<file path="src/rtl/wb_read_buffer.sv">
// wb_read_buffer: single-line read buffer on the narrow side of a Wishbone
// upsizer. Read hits are answered locally one cycle after the request.
// Misses and all writes go downstream as classic single cycles. A write that
// hits the buffered line merges its enabled bytes into the line.
// Optional hit/miss counters: define WB_READ_BUFFER_STATS_EN.
module wb_read_buffer #(
  parameter int AW = 32,
  parameter int DW = 64
) (
  input  logic            wb_clk_i,
  input  logic            wb_rst_i,
  input  logic            flush_i,
  // upstream slave side
  input  logic [AW-1:0]   wbs_adr_i,
  input  logic [DW-1:0]   wbs_dat_i,
  input  logic [DW/8-1:0] wbs_sel_i,
  input  logic            wbs_we_i,
  input  logic            wbs_cyc_i,
  input  logic            wbs_stb_i,
  input  logic [2:0]      wbs_cti_i,
  input  logic [1:0]      wbs_bte_i,
  output logic [DW-1:0]   wbs_dat_o,
  output logic            wbs_ack_o,
  output logic            wbs_err_o,
  output logic            wbs_rty_o,
  // downstream master side
  output logic [AW-1:0]   wbm_adr_o,
  output logic [DW-1:0]   wbm_dat_o,
  output logic [DW/8-1:0] wbm_sel_o,
  output logic            wbm_we_o,
  output logic            wbm_cyc_o,
  output logic            wbm_stb_o,
  output logic [2:0]      wbm_cti_o,
  output logic [1:0]      wbm_bte_o,
  input  logic [DW-1:0]   wbm_dat_i,
  input  logic            wbm_ack_i,
  input  logic            wbm_err_i,
  input  logic            wbm_rty_i
`ifdef WB_READ_BUFFER_STATS_EN
  ,
  output logic [31:0]     hit_cnt_o,
  output logic [31:0]     miss_cnt_o
`endif
);

  localparam int SW  = DW / 8;
  localparam int LSB = $clog2(SW);
  localparam int TW  = AW - LSB;

  typedef enum logic [1:0] {S_IDLE, S_HIT, S_READ, S_WRITE} state_t;

  state_t          r_state, w_next;
  logic            r_valid;
  logic [DW-1:0]   r_line;
  logic [TW-1:0]   r_tag;
  logic [AW-1:0]   r_adr;
  logic [DW-1:0]   r_dat;
  logic [SW-1:0]   r_sel;

  logic            w_req, w_hit, w_busy, w_abort;
  logic            w_ack, w_err, w_rty, w_done;
  logic            w_line_match;
  logic [DW-1:0]   w_merged;
  logic            w_unused;

  // burst qualifiers and byte offset bits carry no meaning for a single line
  assign w_unused = ^{wbs_cti_i, wbs_bte_i, wbs_adr_i[LSB-1:0]};

  assign w_req        = wbs_cyc_i & wbs_stb_i;
  assign w_hit        = r_valid && (r_tag == wbs_adr_i[AW-1:LSB]);
  assign w_busy       = (r_state == S_READ) || (r_state == S_WRITE);
  assign w_abort      = w_busy & ~wbs_cyc_i;
  // Downstream responses are only honoured while a cycle is outstanding and
  // the master is still present; ack > err > rty keeps them one-hot.
  assign w_ack        = w_busy & wbs_cyc_i & wbm_ack_i;
  assign w_err        = w_busy & wbs_cyc_i & wbm_err_i & ~wbm_ack_i;
  assign w_rty        = w_busy & wbs_cyc_i & wbm_rty_i & ~wbm_ack_i & ~wbm_err_i;
  assign w_done       = w_ack | w_err | w_rty;
  assign w_line_match = r_valid && (r_tag == r_adr[AW-1:LSB]);

  assign wbm_adr_o = r_adr;
  assign wbm_dat_o = r_dat;
  assign wbm_sel_o = r_sel;
  assign wbm_we_o  = (r_state == S_WRITE);
  assign wbm_cyc_o = w_busy;
  assign wbm_stb_o = w_busy;
  assign wbm_cti_o = 3'b000;
  assign wbm_bte_o = 2'b00;

  // byte-lane merge of the pending write into the buffered line
  always_comb begin
    w_merged = r_line;
    for (int unsigned b = 0; b < SW; b++) begin
      if (r_sel[b]) w_merged[b*8 +: 8] = r_dat[b*8 +: 8];
    end
  end

  // state register
  always_ff @(posedge wb_clk_i or posedge wb_rst_i) begin
    if (wb_rst_i) r_state <= S_IDLE;
    else          r_state <= w_next;
  end

  // next-state and upstream response decode
  always_comb begin
    w_next    = r_state;
    wbs_ack_o = 1'b0;
    wbs_err_o = 1'b0;
    wbs_rty_o = 1'b0;
    wbs_dat_o = '0;
    case (r_state)
      S_IDLE: begin
        if (w_req) begin
          if (wbs_we_i)   w_next = S_WRITE;
          else if (w_hit) w_next = S_HIT;
          else            w_next = S_READ;
        end
      end
      S_HIT: begin
        wbs_ack_o = 1'b1;
        wbs_dat_o = r_line;
        w_next    = S_IDLE;
      end
      S_READ, S_WRITE: begin
        wbs_ack_o = w_ack;
        wbs_err_o = w_err;
        wbs_rty_o = w_rty;
        if (r_state == S_READ) wbs_dat_o = wbm_dat_i;
        if (w_done || w_abort) w_next = S_IDLE;
      end
      default: w_next = S_IDLE;
    endcase
  end

  // capture the downstream request when leaving IDLE for the bus
  always_ff @(posedge wb_clk_i or posedge wb_rst_i) begin
    if (wb_rst_i) begin
      r_adr <= '0;
      r_dat <= '0;
      r_sel <= '0;
    end else if (r_state == S_IDLE && w_req && (wbs_we_i || !w_hit)) begin
      r_adr <= wbs_adr_i;
      if (wbs_we_i) begin
        r_dat <= wbs_dat_i;
        r_sel <= wbs_sel_i;
      end else begin
        r_sel <= '1;
      end
    end
  end

  // line contents: fill on read ack, merge on write-hit ack; flush wins
  always_ff @(posedge wb_clk_i or posedge wb_rst_i) begin
    if (wb_rst_i) begin
      r_valid <= 1'b0;
      r_line  <= '0;
      r_tag   <= '0;
    end else begin
      if (r_state == S_READ && w_ack) begin
        r_line <= wbm_dat_i;
        r_tag  <= r_adr[AW-1:LSB];
      end else if (r_state == S_WRITE && w_ack && w_line_match && !flush_i) begin
        r_line <= w_merged;
      end
      if (flush_i)                        r_valid <= 1'b0;
      else if (r_state == S_READ && w_ack) r_valid <= 1'b1;
      else if (w_err)                      r_valid <= 1'b0;
    end
  end

`ifdef WB_READ_BUFFER_STATS_EN
  // count entries into HIT and READ
  always_ff @(posedge wb_clk_i or posedge wb_rst_i) begin
    if (wb_rst_i) begin
      hit_cnt_o  <= '0;
      miss_cnt_o <= '0;
    end else if (r_state == S_IDLE) begin
      if (w_next == S_HIT)  hit_cnt_o  <= hit_cnt_o + 32'd1;
      if (w_next == S_READ) miss_cnt_o <= miss_cnt_o + 32'd1;
    end
  end
`endif

endmodule

</file>
<file path="config.mk">
export PLATFORM = sky130hd
export DESIGN_NAME = wb_read_buffer
export DESIGN_NICKNAME = d
export VERILOG_FILES = /design/src/rtl/wb_read_buffer.sv
export SDC_FILE = /design/constraint.sdc
export NUM_CORES = 1
export LEC_CHECK = 0
export BUFFER_PORTS_ARGS = -buffer_cell sky130_fd_sc_hd__buf_2
export CORE_MARGIN = 1.5
export CORE_UTILIZATION = 30
export CTS_CLUSTER_DIAMETER = 200
export DETAILED_ROUTE_END_ITERATION = 10
export PLACE_DENSITY = 0.65
export SYNTH_ARGS = -nofsm -noshare
export SYNTH_HDL_FRONTEND = slang
export SYNTH_SLANG_ARGS = --single-unit
</file>
<file path="constraint.sdc">
create_clock -name wb_clk_i -period 17.4 [get_ports wb_clk_i]
set_input_delay 0 -clock wb_clk_i [delete_from_list [all_inputs] [get_ports wb_clk_i]]
set_output_delay 0 -clock wb_clk_i [all_outputs]
set_load 0.05 [all_outputs]
</file>
==> flow_summary_export.csv, run 1 <==
group,metric,value,unit
layout,mostFrequentLayoutCells,"350 x buf_2, 200 x dfrtp_1, 173 x dlygate4sd3_1, 125 x mux2_2",
yosys,synth_edf_count,0,
power,p_leak,6.81,nW
critical_path,r2r-start,"r_tag[9]",
sta,max_freq,0.332,GHz
layout,areaGrowthSynthToFinish,48.1,%
critical_path,reg2reg_to,"r_line[53]",
critical_path,r2r_cells,6,
detailed_routing,drtIter0Drc,363,
yosys,seq_area_frac_synth,53.6,%
detailed_routing,wl_per_cell,17.9,um
yosys,syn_area,0.00933,mm2
yosys,ys_types,35,
layout,layout-drive-gt1-share,41.7,%
sta,rsz0062_at_grt,"no",
sta,period_needed,3010,ps
global_route,track_usage,18.1,%
yosys,synthFlopType,"dfrtp_1",
power,p_comb_share,36.1,%
die,dieHeight,179,um
critical_path,cp.arrival,3290,ps
critical_path,cp-start-kind,"register",
die,die_w,179,um
global_route,gr-total-overflow,0,
die,rows,64,
critical_path,reg2reg_setup_slack,14390,ps
yosys,synth.avg_cell_area,12.4,um2
yosys,synth-seq-cells,200,
detailed_routing,ant_nets,0,
sta,fin_skew,19.7,ps
sta,hold_viol_final,0,
clocking,clkLatencyLatePin,440,ps
place,dp_hpwl,19100,um
min_path,hold_class,"in -> reg",
flow_run,maxCapViolCount,0,
sta,drv_slew,0,
clocking,clockBufferDepth,2,
global_route,grt_antenna_before_repair,0,
sta,setup_viol,0,
critical_path,worstSetupPathType,"reg -> reg",
power,power.switching,0.000689,W
detailed_routing,drt-total-wl,29700,um
global_route,grt_pass1_wl,44500,um
critical_path,end_kind,"register",
run_status,status,"finished, final reports clean",
detailed_routing,firstDrtPassIters,4,
sta,timing.final.crit_share,17.3,%
clocking,cts_hold_buf,173,
global_route,grt_max_degree,138,
power,pwr-share-clk,24.2,%
min_path,whs_path_depth,4,
die,dieArea,0.0322,mm2
layout,utilization,45.2,%
power,internal_power,0.00106,W
power,switching_share,39.3,%
clocking,numCtsBuffers,17,
place,io_buffer_count,350,
power,power_density,127,mW/mm2
die,num_io_pins,361,
clocking,htree_levels,4,
power,seqPwrFrac,39.7,%
clocking,cts_tree,"done",
clocking,post_cts_buffers,0,
critical_path,required,17680,ps
sta,fin_tns_setup,0,ps
min_path,hold_end,"r_valid",
place,postPlaceCellArea,0.0115,mm2
clocking,path_clk_slew,70,ps
detailed_routing,vias,8062,
sta,worst_pin_slew,1130,ps
global_route,grt_pass1_vias,8170,
detailed_routing,via_per_inst,4.85,
layout,layout_commonest_cell,"buf_2",
clocking,cts_sinks,200,
detailed_routing,drc,0,
clocking,cts-root-buf,"clkbuf_16",
layout,antenna_cells,0,
place,place.gp.congestion,0.795,
min_path,holdCritStartpoint,"wbm_ack_i",
die,core_area,0.0306,mm2
yosys,synth-async-reset-ratio,100,%
sta,slew_headroom,24.8,%
die,start_util,30.5,%
layout,final_nets,1436,
clocking,ctsResizeCount,0,
layout,stdcell_area,0.0138,mm2
power,irDropWorstVdd,0.0731,mV
yosys,synthCells,752,
critical_path,cp_max_fo,8,
yosys,yosysWarnings,0,
-- power groups by stage --
stage | logic, W | registers [W] | clock network (W)
after floorplan | 0.000265 | 0.000872 | 0
after global placement | 0.000594 | 0.000693 | 0
after detailed placement | 0.000602 | 0.000701 | 0
after CTS | 0.000633 | 0.000693 | 0.000434
after global routing | 0.000673 | 0.000712 | 0.000453
final | 0.000633 | 0.000695 | 0.000423
-- synthesized netlist by cell type (2+ instances only) --
| library cell | instances | share of area (%) |
|---|---|---|
| nand2_1 | 4 | 0.16 |
| nand3_1 | 2 | 0.11 |
| a22o_1 | 65 | 6.1 |
| nand2b_1 | 2 | 0.13 |
| a21oi_1 | 64 | 3.4 |
| mux2_2 | 125 | 15 |
| nand3_2 | 8 | 0.86 |
| mux2i_1 | 64 | 6.9 |
| nand4_1 | 12 | 0.80 |
| clkbuf_1 | 35 | 1.4 |
| buf_4 | 6 | 0.48 |
| o21a_1 | 2 | 0.16 |
| nor2_1 | 66 | 2.7 |
| dfrtp_1 | 200 | 54 |
| o21ai_0 | 2 | 0.11 |
| inv_1 | 6 | 0.24 |
| nor4_1 | 4 | 0.27 |
| o22a_1 | 8 | 0.75 |
| xor2_1 | 7 | 0.66 |
| buf_1 | 8 | 0.32 |
| xnor2_1 | 48 | 4.5 |
-- per-layer routing --
metal  vias up  share of wire (%)  track usage (%)
met2       304                 48             29.5
li1       3715                  -                -
met5         -                  0                0
met4         0                3.1             7.78
met3        55                5.8             4.30
met1      3988                 43             22.8
-- logic make-up after synthesis --
| family | after synthesis | share of synthesized area [%] |
|---|---|---|
| flip-flops | 200 | 53.6 |
| multiplexers | 189 | 22.0 |
| AO/OA/AOI/OAI | 143 | 10.7 |
| AND/OR/NAND/NOR | 108 | 5.97 |
| buffers and inverters | 56 | 2.51 |
| XOR/XNOR | 55 | 5.16 |
| other | 1 | 0.0402 |
-- state kept, by name, summed over array words and instances, names as in the netlist --
signal / count
r_valid: 1
r_state: 2
r_tag: 29
wbm_adr_o: 32
wbm_sel_o: 8
wbm_dat_o: 64
r_line: 64
-- area by class of cell --
cell class | instances | area (um2)
clock inverters | 10 | 143
well taps | 396 | 495
multi-input cells | 500 | 4150
clock buffers | 21 | 470
flip-flops and latches | 200 | 5000
inverters | 6 | 30.0
repair buffers | 529 | 3530
fillers | 2782 | 16800
-- through the flow --
stage,setup WS [ps],hold slack [ps],total power [W],cells
floorplan,11950,65.8,0.00114,756
global placement,14320,167,0.00129,1458
detailed placement,14310,183,0.00130,1458
CTS,14300,18.3,0.00176,1662
global route,14160,50.1,0.00184,1662
finish,14390,44.6,0.00175,1662
-- worst max-delay path by stage --
stage	from	end	slack (ps)	cells after the start
finish	r_tag[9]	r_line[53]	14390	6
global route	r_tag[9]	r_line[55]	14160	6
CTS	r_tag[9]	r_line[53]	14300	6
detailed placement	r_tag[9]	r_line[55]	14310	6
global placement	r_tag[9]	r_line[51]	14320	6
floorplan	wb_rst_i	r_line[0]	11950	1
-- critical path, stage by stage (launching register included) --
cell	delay, ps
dfrtp_1	410
xnor2_1	230
nand4_1	280
nor4_4	980
nand3_2	560
mux2i_1	300
a21oi_1	90
No activity file was read; power rests on OpenSTA's default activity.
==> run 2, diff against run 1 <==
--- a/config.mk
+++ b/config.mk
@@ -10,7 +10,7 @@
 export CORE_UTILIZATION = 30
 export CTS_CLUSTER_DIAMETER = 200
 export DETAILED_ROUTE_END_ITERATION = 10
-export PLACE_DENSITY = 0.65
+export PLACE_DENSITY = 0.67
 export SYNTH_ARGS = -nofsm -noshare
 export SYNTH_HDL_FRONTEND = slang
 export SYNTH_SLANG_ARGS = --single-unit
==> constraint.sdc (replaced) <==
create_clock -name wb_clk_i -period 2.45 [get_ports wb_clk_i]
set_input_delay 0 -clock wb_clk_i [delete_from_list [all_inputs] [get_ports wb_clk_i]]
set_output_delay 0 -clock wb_clk_i [all_outputs]
set_load 0.05 [all_outputs]
==> run 2 against run 1 <==
Against the previous run:
- wire length grew 1.6%
- worst setup slack lost 14000 ps
- non-clock buffer count grew 11
- largest cell class unchanged
- hold slack improved by 0.98 ps
- sequential power rose to 7.1 times the previous value
- sequential cell count is the same
- via count grew 1.2%
- global-route usage increased by 0.057 points
- largest power group unchanged
==> flow_summary_export.csv, run 2 (synthesis gave the netlist of run 1 again) <==
group,metric,value,unit
run_status,status,"finished, final reports clean",
clocking,htree_levels,4,
detailed_routing,wl_per_cell,18.0,um
critical_path,cpMostUsedCell,"dlygate4sd3_1",
clocking,clockBufferDepth,2,
detailed_routing,drc,0,
global_route,grt_pass1_wl,44700,um
detailed_routing,drtIter0Drc,341,
critical_path,cp_max_fo,9,
power,irDropWorstVdd,0.522,mV
sta,drv_slew,0,
sta,timing.final.crit_share,94.6,%
detailed_routing,vias,8162,
clocking,cts-root-buf,"clkbuf_16",
detailed_routing,ant_nets,0,
sta,worst_slack,131,ps
place,dp_slack,90.7,ps
layout,areaGrowthSynthToFinish,50.3,%
critical_path,worstSetupPathType,"reg -> reg",
critical_path,end_kind,"register",
critical_path,cp.arrival,2700,ps
power,power_density,883,mW/mm2
die,rows,64,
clocking,cts_tree,"done",
layout,utilization,45.8,%
layout,stdcell_area,0.0140,mm2
detailed_routing,via_per_inst,4.88,
place,postPlaceCellArea,0.0117,mm2
flow_run,maxCapViolCount,0,
global_route,gr-total-overflow,0,
detailed_routing,firstDrtPassIters,5,
critical_path,path_cells,"buf_4, nand2_1, nor4_1, dlygate4sd3_1, a22o_1, dlygate4sd3_1",
critical_path,slowest_delay,620,ps
clocking,cts_sinks,200,
min_path,hold_class,"in -> reg",
die,core_area,0.0306,mm2
sta,hold_viol_final,0,
critical_path,cp.buffers_inverters,3,
sta,fin_tns_setup,0,ps
sta,rsz0062_at_grt,"no",
layout,mostFrequentLayoutCells,"350 x buf_2, 200 x dfrtp_1, 173 x dlygate4sd3_1, 125 x mux2_2",
die,start_util,30.5,%
critical_path,required,2830,ps
critical_path,cpMaxStageDelayCell,"dlygate4sd3_1",
clocking,post_cts_buffers,0,
sta,holdWs,45.6,ps
sta,setup_viol,0,
power,p_leak,6.90,nW
critical_path,cp-start-kind,"register",
clocking,clkLatencyLatePin,440,ps
place,dp_hpwl,19800,um
layout,layout-drive-gt1-share,42.2,%
critical_path,crit_family,"buffers and inverters",
layout,layout_commonest_cell,"buf_2",
layout,final_nets,1447,
global_route,grt_antenna_before_repair,1,
global_route,grt_max_degree,116,
place,io_buffer_count,350,
sta,period_needed,2320,ps
global_route,track_usage,18.1,%
die,num_io_pins,361,
die,dieHeight,179,um
sta,max_freq,0.431,GHz
place,place.gp.congestion,0.830,
die,die_w,179,um
sta,fin_skew,8.99,ps
die,dieArea,0.0322,mm2
global_route,grt_pass1_vias,8308,
sta,worst_pin_slew,653,ps
clocking,numCtsBuffers,17,
clocking,path_clk_slew,70,ps
detailed_routing,drt-total-wl,30200,um
sta,slew_headroom,56.5,%
==> run 2: cell count changes in the layout (fill, tap and decap cells not counted) <==
cell,delta
diode_2,+1
clkbuf_8,-3
nand3_4,+2
clkinv_4,-1
buf_12,+11
clkinv_2,+3
nand3_2,-2
==> run 2: cell type report <==
class                   count  area [um2]
clock buffers              18         429
flip-flops and latches    200        5000
well taps                 396         495
diodes                      1        2.50
inverters                   6        26.3
multi-input cells         500        4160
clock inverters            12         153
repair buffers            540        3750
fillers                  2724       16600
==> run 2: final timing paths <==
kind	from	end	slack [ps]	cells after the start
min reg2reg	wbm_adr_o[0]	wbm_adr_o[0]	500	1
min	wbm_ack_i	r_valid	50	4
max in group asynchronous	wb_rst_i	wbm_dat_o[31]	1600	4
min in group asynchronous	wb_rst_i	r_tag[22]	250	4
max reg2reg	r_state[1]	r_state[0]	130	6
max	r_state[1]	r_state[0]	130	6
==> run 2: tightest hold or removal path: stages <==
cell and delay, ps:
buf_2 120, nor3b_1 70, o21a_1 170, nor2_1 80
==> run 2: report_power, final <==
part / internal [W] / switching, W / leakage, nW
Combinational: 0.00168 / 0.00286 / 4.28
Sequential: 0.00419 / 0.000749 / 2.33
Clock: 0.00160 / 0.00130 / 0.291
==> run 2: per-layer routing <==
layer  wire length [um]  GRT usage, %  vias to the layer above  part of all wire [%]
li1                   -             -                     3722                     -
met1              12300          21.7                     4028                    41
met2              15000          31.1                      331                    50
met3               1610          3.69                       81                   5.3
met4               1210          8.68                        0                   4.0
met5                  0             0                        -                     0
==> run 2: timing repair <==
| action | in CTS | in global routing |
|---|---|---|
| endpoints found under the hold margin | 370 | 0 |
| setup endpoints to repair | 0 | 1 |
| resized for setup | 0 | 1 |
| hold buffers | 173 | 0 |
==> run 2: metrics by stage <==
| step | instances | power [W] |
|---|---|---|
| 3_5_place_dp | 1469 | 0.00929 |
| 2_1_floorplan | 756 | 0.00808 |
| 3_3_place_gp | 1469 | 0.00919 |
| 4_1_cts | 1672 | 0.0125 |
| 5_1_grt | 1673 | 0.0130 |
| 6_report | 1673 | 0.0124 |
==> run 3, diff against run 2 <==
--- a/config.mk
+++ b/config.mk
@@ -7,10 +7,10 @@
 export LEC_CHECK = 0
 export BUFFER_PORTS_ARGS = -buffer_cell sky130_fd_sc_hd__buf_2
 export CORE_MARGIN = 1.5
-export CORE_UTILIZATION = 30
+export CORE_UTILIZATION = 45
 export CTS_CLUSTER_DIAMETER = 200
 export DETAILED_ROUTE_END_ITERATION = 10
-export PLACE_DENSITY = 0.67
+export PLACE_DENSITY = 0.89
 export SYNTH_ARGS = -nofsm -noshare
 export SYNTH_HDL_FRONTEND = slang
 export SYNTH_SLANG_ARGS = --single-unit
==> run 3 against run 2 <==
Against the previous run:
- non-clock buffer count grew 1
- clock skew grew 6.8 ps
- combinational power grew 1%
- sequential share of layout area grew 0.54 points
- die area shrank 33%
- critical path type unchanged
==> flow_summary_export.csv, run 3 (synthesis gave the netlist of run 1 again) <==
group,metric,value,unit
critical_path,crit_family,"simple AND/OR/NAND/NOR gates",
place,io_buffer_count,350,
power,power,0.0124,W
layout,utilization,68.0,%
global_route,gr-total-overflow,0,
place,place.gp.congestion,0.842,
detailed_routing,vias,8567,
layout,regArea,0.00500,mm2
detailed_routing,drt-total-wl,31300,um
detailed_routing,via_per_inst,5.53,
layout,multi_input_area,0.00418,mm2
sta,slew_headroom,50.2,%
clocking,cts-root-buf,"clkbuf_16",
sta,setup_viol,0,
die,die_w,147,um
layout,layout-drive-gt1-share,42.4,%
global_route,grt_pass1_vias,9071,
run_status,status,"finished, final reports clean",
die,num_io_pins,361,
place,dp_hpwl,18600,um
detailed_routing,drtIter0Drc,399,
sta,worst_pin_slew,746,ps
critical_path,cpMaxStageDelayCell,"or4_1",
critical_path,cp.arrival,2710,ps
critical_path,slowest_delay,580,ps
detailed_routing,firstDrtPassIters,5,
global_route,track_usage,28.6,%
min_path,hold_class,"in -> reg",
min_path,whs_path_depth,3,
critical_path,end_kind,"register",
critical_path,reg2reg_setup_slack,70,ps
critical_path,cp_max_fo,8,
place,dp_slack,41.1,ps
detailed_routing,wl_per_cell,20.2,um
layout,areaGrowthSynthToFinish,48.0,%
power,irDropWorstVdd,0.576,mV
global_route,grt_pass1_wl,48300,um
die,dieHeight,147,um
layout,nFillCells,1321,
critical_path,worstSetupPathType,"reg -> reg",
clocking,path_clk_slew,80,ps
sta,hold_viol_final,0,
die,core_area,0.0203,mm2
power,power_density,896,mW/mm2
clocking,cts_tree,"done",
critical_path,required,2780,ps
sta,fin_skew,15.8,ps
layout,mostFrequentLayoutCells,"350 x buf_2, 200 x dfrtp_1, 173 x dlygate4sd3_1, 125 x mux2_2",
sta,max_freq,0.421,GHz
clocking,numCtsBuffers,17,
detailed_routing,ant_nets,0,
global_route,grt_max_degree,96,
layout,final_nets,1448,
critical_path,cp.buffers_inverters,1,
layout,layout_commonest_cell,"buf_2",
clocking,clkLatencyLatePin,430,ps
clocking,cts_sinks,200,
power,p_leak,6.87,nW
sta,rsz0062_at_grt,"yes",
clocking,post_cts_buffers,0,
die,start_util,46.0,%
clocking,htree_levels,4,
critical_path,path_cells,"xor2_1, or4_1, nor4_4, buf_12, nand3_2, mux2i_1, a21oi_1",
critical_path,cp-start-kind,"register",
detailed_routing,drc,0,
die,dieArea,0.0216,mm2
critical_path,cp_num_cells,7,
flow_run,maxCapViolCount,0,
sta,timing.final.crit_share,97.0,%
die,rows,52,
clocking,clockBufferDepth,2,
sta,worst_slack,74.5,ps
sta,period_needed,2380,ps
critical_path,r2r_cells,7,
sta,drv_slew,0,
global_route,grt_antenna_before_repair,0,
-- run 3: cell types whose count changed in the layout (fill, tap and decap cells not counted), sizes merged --
cell      previous run  this run
inv                  7        12
buf                367       368
clkinvlp             1         4
bufinv               3         1
clkinv               7         2
-- run 3: through the flow --
| stage | hold slack (ps) | std cells | TNS, ps | cell area, um2 |
|---|---|---|---|---|
| 2_1_floorplan | 65.8 | 756 | -34210 | 9370 |
| 3_3_place_gp | 0.835 | 1344 | 0 | 11500 |
| 3_5_place_dp | 8.81 | 1344 | 0 | 11500 |
| 4_1_cts | 28.5 | 1548 | 0 | 13800 |
| 5_1_grt | 57.5 | 1548 | -104 | 13800 |
| 6_report | 54.2 | 1549 | 0 | 13800 |
-- run 3: worst paths after layout --
kind	start	to
max in group asynchronous	wb_rst_i	wbm_dat_o[18]
max reg2reg	r_tag[10]	r_line[4]
max	r_tag[10]	r_line[4]
min in group asynchronous	wb_rst_i	wbm_dat_o[61]
min	wbm_err_i	r_state[1]
min reg2reg	wbm_adr_o[2]	wbm_adr_o[2]
-- run 3: routing by layer --
metal  track usage (%)  vias up  routed length, um
met5                 0        -                  0
met4              13.6        0               1240
met3              6.09      101               2170
met2              50.5      483              16300
met1              33.1     4236              11700
li1                  -     3747                  -
-- run 3: cell type report --
class                           count  share of cell area, %
Antenna cell                        1                 0.0181
Clock buffer                       18                   3.11
Clock inverter                     13                  0.978
Inverter                            6                  0.190
Multi-Input combinational cell    500                   30.3
Sequential cell                   200                   36.2
Tap cell                          270                   2.45
Timing Repair Buffer              541                   26.7
-- run 3: repair_timing --
item | 4_1_cts | 5_1_grt
resized for setup | 0 | 4
hold endpoints to repair | 197 | 0
setup endpoints to repair | 0 | 50
hold buffers | 173 | 0
-- run 3: power breakdown --
| part | switching (W) | internal [W] | total (W) |
|---|---|---|---|
| Clock | 0.00134 | 0.00143 | 0.00277 |
| Combinational | 0.00292 | 0.00169 | 0.00461 |
| Sequential | 0.000809 | 0.00419 | 0.00500 |
-- run 3: tightest hold or removal path, stage by stage --
cell    delay, ps
buf_2         100
nor4_1         60
or2_2         280
